## src/rtl/seg7_display_ctrl_if.sv

```systemverilog
// rtl/seg7_display_ctrl_if.sv - control and segment-output bundle for seg7_display_ctrl
//
// Signals (master = watch FSM side, slave = display block):
//   digits_in   [4*NUM_DIGITS-1:0]  packed BCD, digit i at [4i+3:4i]
//   load                            capture digits_in on this edge
//   blink_en                        enable blinking of masked digits
//   blink_mask  [NUM_DIGITS-1:0]    bit i = 1 -> digit i blinks
//   lamp_test                       force all segments lit
//   hex_out     [7*NUM_DIGITS-1:0]  field i at [7i+6:7i], bit0 = a .. bit6 = g
//   blink_phase                     0 = visible half, 1 = blanked half
interface seg7_display_ctrl_if #(
  parameter int NUM_DIGITS = 6
);
  logic [4*NUM_DIGITS-1:0] digits_in;
  logic                    load;
  logic                    blink_en;
  logic [NUM_DIGITS-1:0]   blink_mask;
  logic                    lamp_test;
  logic [7*NUM_DIGITS-1:0] hex_out;
  logic                    blink_phase;

  modport master (
    output digits_in, load, blink_en, blink_mask, lamp_test,
    input  hex_out, blink_phase
  );

  modport slave (
    input  digits_in, load, blink_en, blink_mask, lamp_test,
    output hex_out, blink_phase
  );
endinterface

```

## src/rtl/seg7_display_ctrl.sv

```systemverilog
// rtl/seg7_display_ctrl.sv - registered N-digit BCD to seven-segment driver with blink and lamp test
//
// Ports:
//   clk    rising-edge system clock
//   reset  asynchronous active-low reset
//   bus    seg7_display_ctrl_if.slave (digits_in, load, blink_en, blink_mask,
//          lamp_test in; hex_out, blink_phase out)
// Parameters: NUM_DIGITS (1..8), BLINK_DIV (>=2 clk per blink half-period),
//             SEG_ACTIVE_LOW (1 = segment lit when bit is 0)
// Optional macro: LEAD_ZERO_BLANK_EN enables leading-zero suppression.
module seg7_display_ctrl #(
  parameter int NUM_DIGITS     = 6,
  parameter int BLINK_DIV      = 25000000,
  parameter int SEG_ACTIVE_LOW = 1
) (
  input  logic                clk,
  input  logic                reset,
  seg7_display_ctrl_if.slave  bus
);

  localparam int           CW        = $clog2(BLINK_DIV);
  localparam logic [CW-1:0] CNT_LAST = CW'(BLINK_DIV - 1);
  localparam logic [6:0]   POL       = (SEG_ACTIVE_LOW != 0) ? 7'h7F : 7'h00;
  localparam logic [6:0]   SEG_BLANK = POL;
  localparam logic [6:0]   SEG_ALL   = ~POL;

  logic [4*NUM_DIGITS-1:0] digit_reg;
  logic [CW-1:0]           presc;
  logic                    phase;
  logic [7*NUM_DIGITS-1:0] hex_reg;
  logic [7*NUM_DIGITS-1:0] hex_next;
  logic [NUM_DIGITS-1:0]   suppress;

  assign bus.hex_out     = hex_reg;
  assign bus.blink_phase = phase;

  // Active-high segment pattern, bit6..bit0 = g..a; non-BCD codes are dark.
  function automatic logic [6:0] decode(input logic [3:0] d);
    case (d)
      4'd0:    decode = 7'h3F;
      4'd1:    decode = 7'h06;
      4'd2:    decode = 7'h5B;
      4'd3:    decode = 7'h4F;
      4'd4:    decode = 7'h66;
      4'd5:    decode = 7'h6D;
      4'd6:    decode = 7'h7D;
      4'd7:    decode = 7'h07;
      4'd8:    decode = 7'h7F;
      4'd9:    decode = 7'h6F;
      default: decode = 7'h00;
    endcase
  endfunction

`ifdef LEAD_ZERO_BLANK_EN
  // Walk down from the most significant digit; suppression stays on until the
  // first nonzero digit. Digit 0 is never part of the walk.
  logic lead;
  always_comb begin
    suppress = '0;
    lead     = 1'b1;
    for (int i = NUM_DIGITS - 1; i >= 1; i--) begin
      if (digit_reg[4*i +: 4] != 4'd0) lead = 1'b0;
      suppress[i] = lead;
    end
  end
`else
  always_comb begin
    suppress = '0;
  end
`endif

  // Per-field priority: lamp test, then blanking (suppression or blink), then decode.
  always_comb begin
    hex_next = '0;
    for (int i = 0; i < NUM_DIGITS; i++) begin
      if (bus.lamp_test)
        hex_next[7*i +: 7] = SEG_ALL;
      else if (suppress[i] || (bus.blink_en && bus.blink_mask[i] && phase))
        hex_next[7*i +: 7] = SEG_BLANK;
      else
        hex_next[7*i +: 7] = decode(digit_reg[4*i +: 4]) ^ POL;
    end
  end

  always_ff @(posedge clk or negedge reset) begin
    if (!reset) begin
      digit_reg <= '0;
      presc     <= '0;
      phase     <= 1'b0;
      hex_reg   <= {NUM_DIGITS{SEG_BLANK}};
    end else begin
      if (bus.load)
        digit_reg <= bus.digits_in;

      // Holding the prescaler and phase at zero while disabled makes every
      // blink session start in the visible half.
      if (bus.blink_en) begin
        if (presc == CNT_LAST) begin
          presc <= '0;
          phase <= ~phase;
        end else begin
          presc <= presc + CW'(1);
        end
      end else begin
        presc <= '0;
        phase <= 1'b0;
      end

      hex_reg <= hex_next;
    end
  end

endmodule

```

## src/flat_wrapper.sv

```systemverilog
// flat-port wrapper written by rule: the top's interface ports become plain ports
module seg7_display_ctrl_flat 
#(
  parameter int NUM_DIGITS     = 6,
  parameter int BLINK_DIV      = 25000000,
  parameter int SEG_ACTIVE_LOW = 1
)
  (clk, reset, bus_digits_in, bus_load, bus_blink_en, bus_blink_mask, bus_lamp_test, bus_hex_out, bus_blink_phase);
  seg7_display_ctrl_if #(.NUM_DIGITS(NUM_DIGITS)) bus_i ();
  input  logic clk;
  input  logic reset;
  input wire logic [$bits(bus_i.digits_in)-1:0] bus_digits_in;
  input wire logic [$bits(bus_i.load)-1:0] bus_load;
  input wire logic [$bits(bus_i.blink_en)-1:0] bus_blink_en;
  input wire logic [$bits(bus_i.blink_mask)-1:0] bus_blink_mask;
  input wire logic [$bits(bus_i.lamp_test)-1:0] bus_lamp_test;
  output wire logic [$bits(bus_i.hex_out)-1:0] bus_hex_out;
  output wire logic [$bits(bus_i.blink_phase)-1:0] bus_blink_phase;
  assign bus_i.digits_in = bus_digits_in;
  assign bus_i.load = bus_load;
  assign bus_i.blink_en = bus_blink_en;
  assign bus_i.blink_mask = bus_blink_mask;
  assign bus_i.lamp_test = bus_lamp_test;
  assign bus_hex_out = bus_i.hex_out;
  assign bus_blink_phase = bus_i.blink_phase;
  seg7_display_ctrl #(.NUM_DIGITS(NUM_DIGITS), .BLINK_DIV(BLINK_DIV), .SEG_ACTIVE_LOW(SEG_ACTIVE_LOW)) u_core (.clk(clk), .reset(reset), .bus(bus_i));
endmodule
```

## config.mk

```make
export PLATFORM = sky130hd
export DESIGN_NAME = seg7_display_ctrl_flat
export DESIGN_NICKNAME = d
export VERILOG_FILES = /design/src/rtl/seg7_display_ctrl_if.sv /design/src/rtl/seg7_display_ctrl.sv /design/src/flat_wrapper.sv
export SDC_FILE = /design/constraint.sdc
export NUM_CORES = 1
export LEC_CHECK = 0
export ABC_AREA = 1
export CORE_AREA = 2 2 100 102
export DETAILED_ROUTE_END_ITERATION = 7
export DIE_AREA = 0 0 102 104
export PLACE_DENSITY_LB_ADDON = 0.25
export SYNTH_ARGS = -nofsm -noshare
export SYNTH_HDL_FRONTEND = slang
export SYNTH_SLANG_ARGS = --single-unit
```

## constraint.sdc

```tcl
create_clock -name clk -period 3.9 [get_ports clk]
set_clock_uncertainty 0.1 [all_clocks]
set_input_delay 0.975 -clock clk [delete_from_list [all_inputs] [get_ports clk]]
set_output_delay 0.975 -clock clk [all_outputs]
set_load 0.01 [all_outputs]
```

==> results_dict.tcl <==
set metrics [dict create \
    r2r_cells 8 \
    grt_pass1_vias 3651 \
    hold_class "reg2reg" \
    crit_type "reg2out" \
    core_area_sq_um 9550 \
    relSlewSlack_pct 33.8 \
    path_cells "clkdlybuf4s50_1" \
    wl_met1_um 4050 \
    drv_slew 0 \
    outcome "complete, no violations" \
    end_kind "output pin" \
    grt_usage_pct 19.6 \
    final-instance-count-excl-fill 753 \
    diodes 0 \
    cp_num_cells 1 \
    clockBufferDepth 2 \
    synth_cell_types 25 \
    wirelength_um 9740 \
    die_h_um 104 \
    dr.pass1.iters 4 \
    p_int_mw 1.72 \
    h-tree-depth 3 \
    timing.rr.start "u_core.presc[0]$_DFF_PN0_" \
    setup-violations-final 0 \
    maxCapViolations 0 \
    async_flop_share_pct 100 \
    postCtsSetupBuffers 0 \
    cts_sinks 92 \
    switchingPower_mw 0.554 \
    dp_cells 737 \
    cp-endpoint "bus_hex_out[32]" \
    crit_buf_inv 1 \
    comb_power_share_pct 16.3 \
    worst_pin_slew_ns 0.993 \
    wl_per_cell_um 12.9 \
    startpoint "u_core.bus.hex_out[32]$_DFF_PN1_" \
    yosysWarnings 0 \
    vias 3684 \
    initial_utilization_pct 48.8 \
    critical_path.max_stage_delay_ns 0.55 \
    postPlaceCellArea_sq_um 5570 \
    area.growth.synth_to_final_pct 25.2 \
    fin_total_pwr_mw 2.28 \
    cp_max_fo 1 \
    r2r_end "u_core.presc[18]$_DFF_PN0_" \
    netlist_instances 534 \
    largest_reg_flops 42 \
    slowest_stage "clkdlybuf4s50_1" \
    ios 78 \
    p_leak_nw 2.66 \
    drive_gt1_share_pct 14.0 \
    synth-compound-area-share_pct 10.4 \
    muxShareOfSynthArea_pct 0 \
    cts_resized 0 \
    synth_xor_area_share_pct 2.63 \
    critPathLaunchType "flop" \
    avgViaCountPerCell 4.89 \
    synth-seq-cells 92 \
    dp_hpwl_um 7190 \
    clockRootBuffer "clkbuf_8" \
    finalWeightedCongestion 0.958 \
    synth-edff-count 0 \
    stdcell_area_sq_um 5830 \
    critPathRequiredTime_ns 2.82 \
    r2r_setup_slack_ns 2.23 \
    io_buffers 77 \
    synthFlopType "dfrtp_1" \
    antenna_left 0 \
    p_clk_share_pct 35.7 \
    synth_top_family_by_area "simple AND/OR/NAND/NOR gates" \
    grt_max_degree 82 \
    antenna_found_initial 0 \
    clock_latency_ns 0.35 \
    swShare_pct 24.3 \
    timing.setup.tns_ns 0 \
    top_layer "met4" \
    fmax_ghz 0.401 \
    first_iter_violations 184 \
    numCtsBuffers 9 \
    die_w_um 102 \
    min_period_over_period_pct 64.0 \
    syn-num-nets 600 \
    yosys.area_share.simple_pct 21.6 \
    ctsHoldBuffers 0 \
    netlist_area_sq_um 4660 \
    grt_pass1_wl_um 16400 \
    grt_overflow 0 \
    critical_path_arrival_ns 1.42 \
    yosysSeqAreaShare_pct 50.6 \
    clk_pin_slew_ns 0.09 \
    dr_wl_met3_um 271 \
    crit_family "buffers and inverters" \
    nets 681 \
    synth_adder_area_share_pct 8.33 \
    hold_viol_final 0 \
    powerDensity_nw_per_um2 391 \
    period_minus_slack_ns 2.49 \
    dr_wl_met2_um 5210 \
    power_frac_seq_pct 48.0 \
    max-vdd-ir-drop_mv 0.206 \
    drc 0 \
    rows 36 \
    cts_tree "yes" \
    syn_avg_cell_area_sq_um 8.72 \
    die_area_sq_um 10600 \
    holdPathStages 1 \
    rsz0062_at_grt "no" \
]
-- power groups by stage --
stage | Combinational (mW) | Clock [mW] | Sequential (mW)
after floorplan | 0.162 | 0 | 1.13
after global placement | 0.366 | 0 | 1.11
after detailed placement | 0.373 | 0 | 1.11
after CTS | 0.376 | 0.833 | 1.09
after global routing | 0.416 | 0.878 | 1.10
final | 0.371 | 0.814 | 1.09
-- layout by cell type, fill, tap and decap left out, types with 5 or more instances in the layout --
| cell type | synthesis | layout |
|---|---|---|
| nor2_1 | 61 | 61 |
| clkbuf_8 | 0 | 9 |
| inv_1 | 66 | 66 |
| xnor2_1 | 6 | 6 |
| nor2_4 | 5 | 5 |
| dfrtp_1 | 50 | 50 |
| xor2_1 | 8 | 8 |
| o31ai_1 | 6 | 6 |
| nand3_1 | 22 | 22 |
| clkdlybuf4s50_1 | 0 | 76 |
| o21ai_0 | 32 | 32 |
| ha_1 | 31 | 31 |
| nand2_1 | 112 | 112 |
| o211ai_1 | 12 | 12 |
| dfstp_2 | 42 | 42 |
| or2_2 | 12 | 12 |
| buf_4 | 0 | 5 |
| a21oi_1 | 38 | 38 |
| nor3_1 | 8 | 8 |
-- kinds of logic (layout without fill, tap and decap cells) --
| kind of cell | count (synthesis) | in the layout |
|---|---|---|
| buffers and inverters | 78 | 164 |
| AND/OR/NAND/NOR | 231 | 231 |
| adder cells (fa/ha/maj) | 31 | 31 |
| flip-flops | 92 | 92 |
| XOR/XNOR | 14 | 14 |
| AO/OA/AOI/OAI | 88 | 88 |
-- routing by layer --
layer  GRT usage, %  up-vias
met4           8.00        0
met1           23.0     1740
met2           35.3       72
met5              0        -
li1               -     1856
met3           2.62       16
-- final cells by class --
class	count	area (sq um)
clock buffers	11	131
repair buffers	81	798
flip-flops and latches	92	2350
multi-input cells	364	2000
fillers	883	3720
inverters	67	251
clock inverters	5	125
well taps	133	166
-- stage by stage --
step                      worst slack, ns  hold WS (ns)  utilization [%]
after floorplan                      2.13         0.330                -
after global placement               1.46         0.346             58.4
after detailed placement             1.45         0.356             58.4
after CTS                            1.37         0.369             61.1
after global routing                 1.35         0.403             61.1
final                                1.41         0.370             61.1
-- synth_stat cells (9+ instances only) --
library cell  count  area share [%]
nand2_1         112             9.0
inv_1            66             5.3
nor2_1           61             4.9
dfrtp_1          50              27
dfstp_2          42              24
a21oi_1          38             4.1
o21ai_0          32             3.4
ha_1             31             8.3
nand3_1          22             2.4
o211ai_1         12             1.9
or2_2            12             1.6
clkbuf_1          9            0.73
-- worst min-delay path by stage --
| stage | from | slack, ns | endpoint |
|---|---|---|---|
| 4_1_cts | u_core.presc[0]$_DFF_PN0_ | 0.37 | u_core.presc[0]$_DFF_PN0_ |
| 6_report | u_core.presc[0]$_DFF_PN0_ | 0.37 | u_core.presc[0]$_DFF_PN0_ |
| 5_1_grt | u_core.presc[0]$_DFF_PN0_ | 0.40 | u_core.presc[0]$_DFF_PN0_ |
| 3_5_place_dp | u_core.presc[0]$_DFF_PN0_ | 0.36 | u_core.presc[0]$_DFF_PN0_ |
| 2_1_floorplan | u_core.presc[0]$_DFF_PN0_ | 0.33 | u_core.presc[0]$_DFF_PN0_ |
| 3_3_place_gp | u_core.presc[0]$_DFF_PN0_ | 0.35 | u_core.presc[0]$_DFF_PN0_ |
(Power assumes the default switching activity.)
==> RTL change (same flow settings) <==
`BLINK_DIV` is set to 25000000 in 2 places; all go to 12500000.
--- a/src/rtl/seg7_display_ctrl.sv
+++ b/src/rtl/seg7_display_ctrl.sv
@@ -12,3 +12,3 @@
   parameter int NUM_DIGITS     = 6,
-  parameter int BLINK_DIV      = 25000000,
+  parameter int BLINK_DIV      = 12500000,
   parameter int SEG_ACTIVE_LOW = 1
--- a/src/flat_wrapper.sv
+++ b/src/flat_wrapper.sv
@@ -4,3 +4,3 @@
   parameter int NUM_DIGITS     = 6,
-  parameter int BLINK_DIV      = 25000000,
+  parameter int BLINK_DIV      = 12500000,
   parameter int SEG_ACTIVE_LOW = 1
Behaviour: same outputs for any inputs over 4 cycles, from zero or initial values and one cycle with reset low; that may be too few to reach the edited logic, so the function may still have changed.
==> RTL change against the unedited design <==
Largest cell class unchanged; sequential cell count down 1; wire length decreased by 2.2%; maximum frequency decreased by 0.91%; cell area decreased by 2.4%; non-clock buffer count fell by 1; synthesized area decreased by 2.3%; combinational power increased by 6.2%; setup slack worse by 0.023 ns; clock power is 12% lower; total power decreased by 3.2%; first-iteration DRC count is 18% higher.
==> RTL change: results (changes against the unedited design) <==
metric	value	unit	change
multi-input logic area	1960	um^2	-2.3%
share of cells above drive strength 1	14.7	%	+0.63 points
Lkg Pwr	2.56	nW	-3.5%
Distinct cells, synth	28		+12%
pin count of the biggest net entering global routing	86		+4.9%
sequential element share of the synthesized area	51.2	%	+0.62 points
routed wl met3	408	um	+51%
peak supply drop	0.000201	V	-2.4%
met2 usage	32.1	%	-3.2 points
Detailed Place HPWL	6810	um	-5.2%
GRT Util Overall	19.4	%	-0.20 points
status	finished, final reports clean		
Reg-to-Reg End	u_core.presc[21]$_DFF_PN0_		
Critical Path AT	1.44	ns	+0.02 ns
Seq cells post-synth	91		-1.1%
DR vias/cell	4.95		+1.1%
RD Place Congestion	0.866		-9.6%
global-route wire length before repair	16200	um	-1.2%
metal2 WL	4790	um	-8.1%
top cells by count, synth	nand2_1 (103), nor2_1 (58), inv_1 (57)		
fin nets	661		-2.9%
fraction of area in registers	40.9	%	+0.54 points
Worst Setup EP	bus_hex_out[2]		
Worst R2R Setup Slack	2.16	ns	-0.07 ns
CP max-delay cell	dfstp_2		
#MultiIn Comb	354		-2.7%
switching portion of total power	25.9	%	+1.6 points
placed inst area	5470	um^2	-2.0%
max_slew headroom	30.2	%	-3.6 points
routing usage on met1	24.6	%	+1.6 points
non-clock buffer count	80		-1.2%
vias in the first global route	3576		-2.1%
Crit path max-delay family	flip-flops		
clock buffers	12		+1
Layout fillers	841		-4.8%
Critical Path Start	u_core.bus.hex_out[2]$_DFF_PN1_		
Yosys top cell area share	26.9	%	+0.070 points
## RTL change: cell types whose count changed in the layout (fill, tap and decap cells not counted), sizes merged, moves of 2 or more
cell	delta
nand2	-6
o22ai	+2
xor2	-2
nand3b	+2
nor2	-3
bufinv	-2
inv	-9
nand3	-2
## RTL change: cell families after synthesis
logic type      Yosys count  synth area share, %
flops                    91                 51.2
fa+ha+maj                31                 8.52
compound gates           90                 10.9
xor+xnor                 11                 2.12
simple gates            222                 21.4
buf+inv                  69                 5.85
## RTL change: through the flow
step                      worst slack [ns]  power [mW]  hold slack (ns)  std cells  utilization (%)
after floorplan                       2.13        1.30            0.330        514                -
after global placement                1.31        1.49            0.354        717             57.2
after detailed placement              1.24        1.50            0.357        717             57.2
after CTS                             1.36        2.23            0.368        733             59.6
after global routing                  1.34        2.33            0.395        733             59.6
final                                 1.38        2.21            0.367        733             59.6
## RTL change: power by group through the flow
stage	registers (mW)	clock network, mW	logic (mW)
global placement	1.11	0	0.387
global route	1.10	0.783	0.443
finish	1.09	0.720	0.394
CTS	1.09	0.737	0.399
detailed placement	1.11	0	0.396
floorplan	1.13	0	0.171
## RTL change: worst min path at each step
stage | to | startpoint | depth (start not counted)
floorplan | u_core.presc[0]$_DFF_PN0_ | u_core.presc[0]$_DFF_PN0_ | 1
global placement | u_core.presc[0]$_DFF_PN0_ | u_core.presc[0]$_DFF_PN0_ | 1
detailed placement | u_core.presc[0]$_DFF_PN0_ | u_core.presc[0]$_DFF_PN0_ | 1
CTS | u_core.presc[0]$_DFF_PN0_ | u_core.presc[0]$_DFF_PN0_ | 1
global route | u_core.presc[0]$_DFF_PN0_ | u_core.presc[0]$_DFF_PN0_ | 1
finish | u_core.presc[0]$_DFF_PN0_ | u_core.presc[0]$_DFF_PN0_ | 1
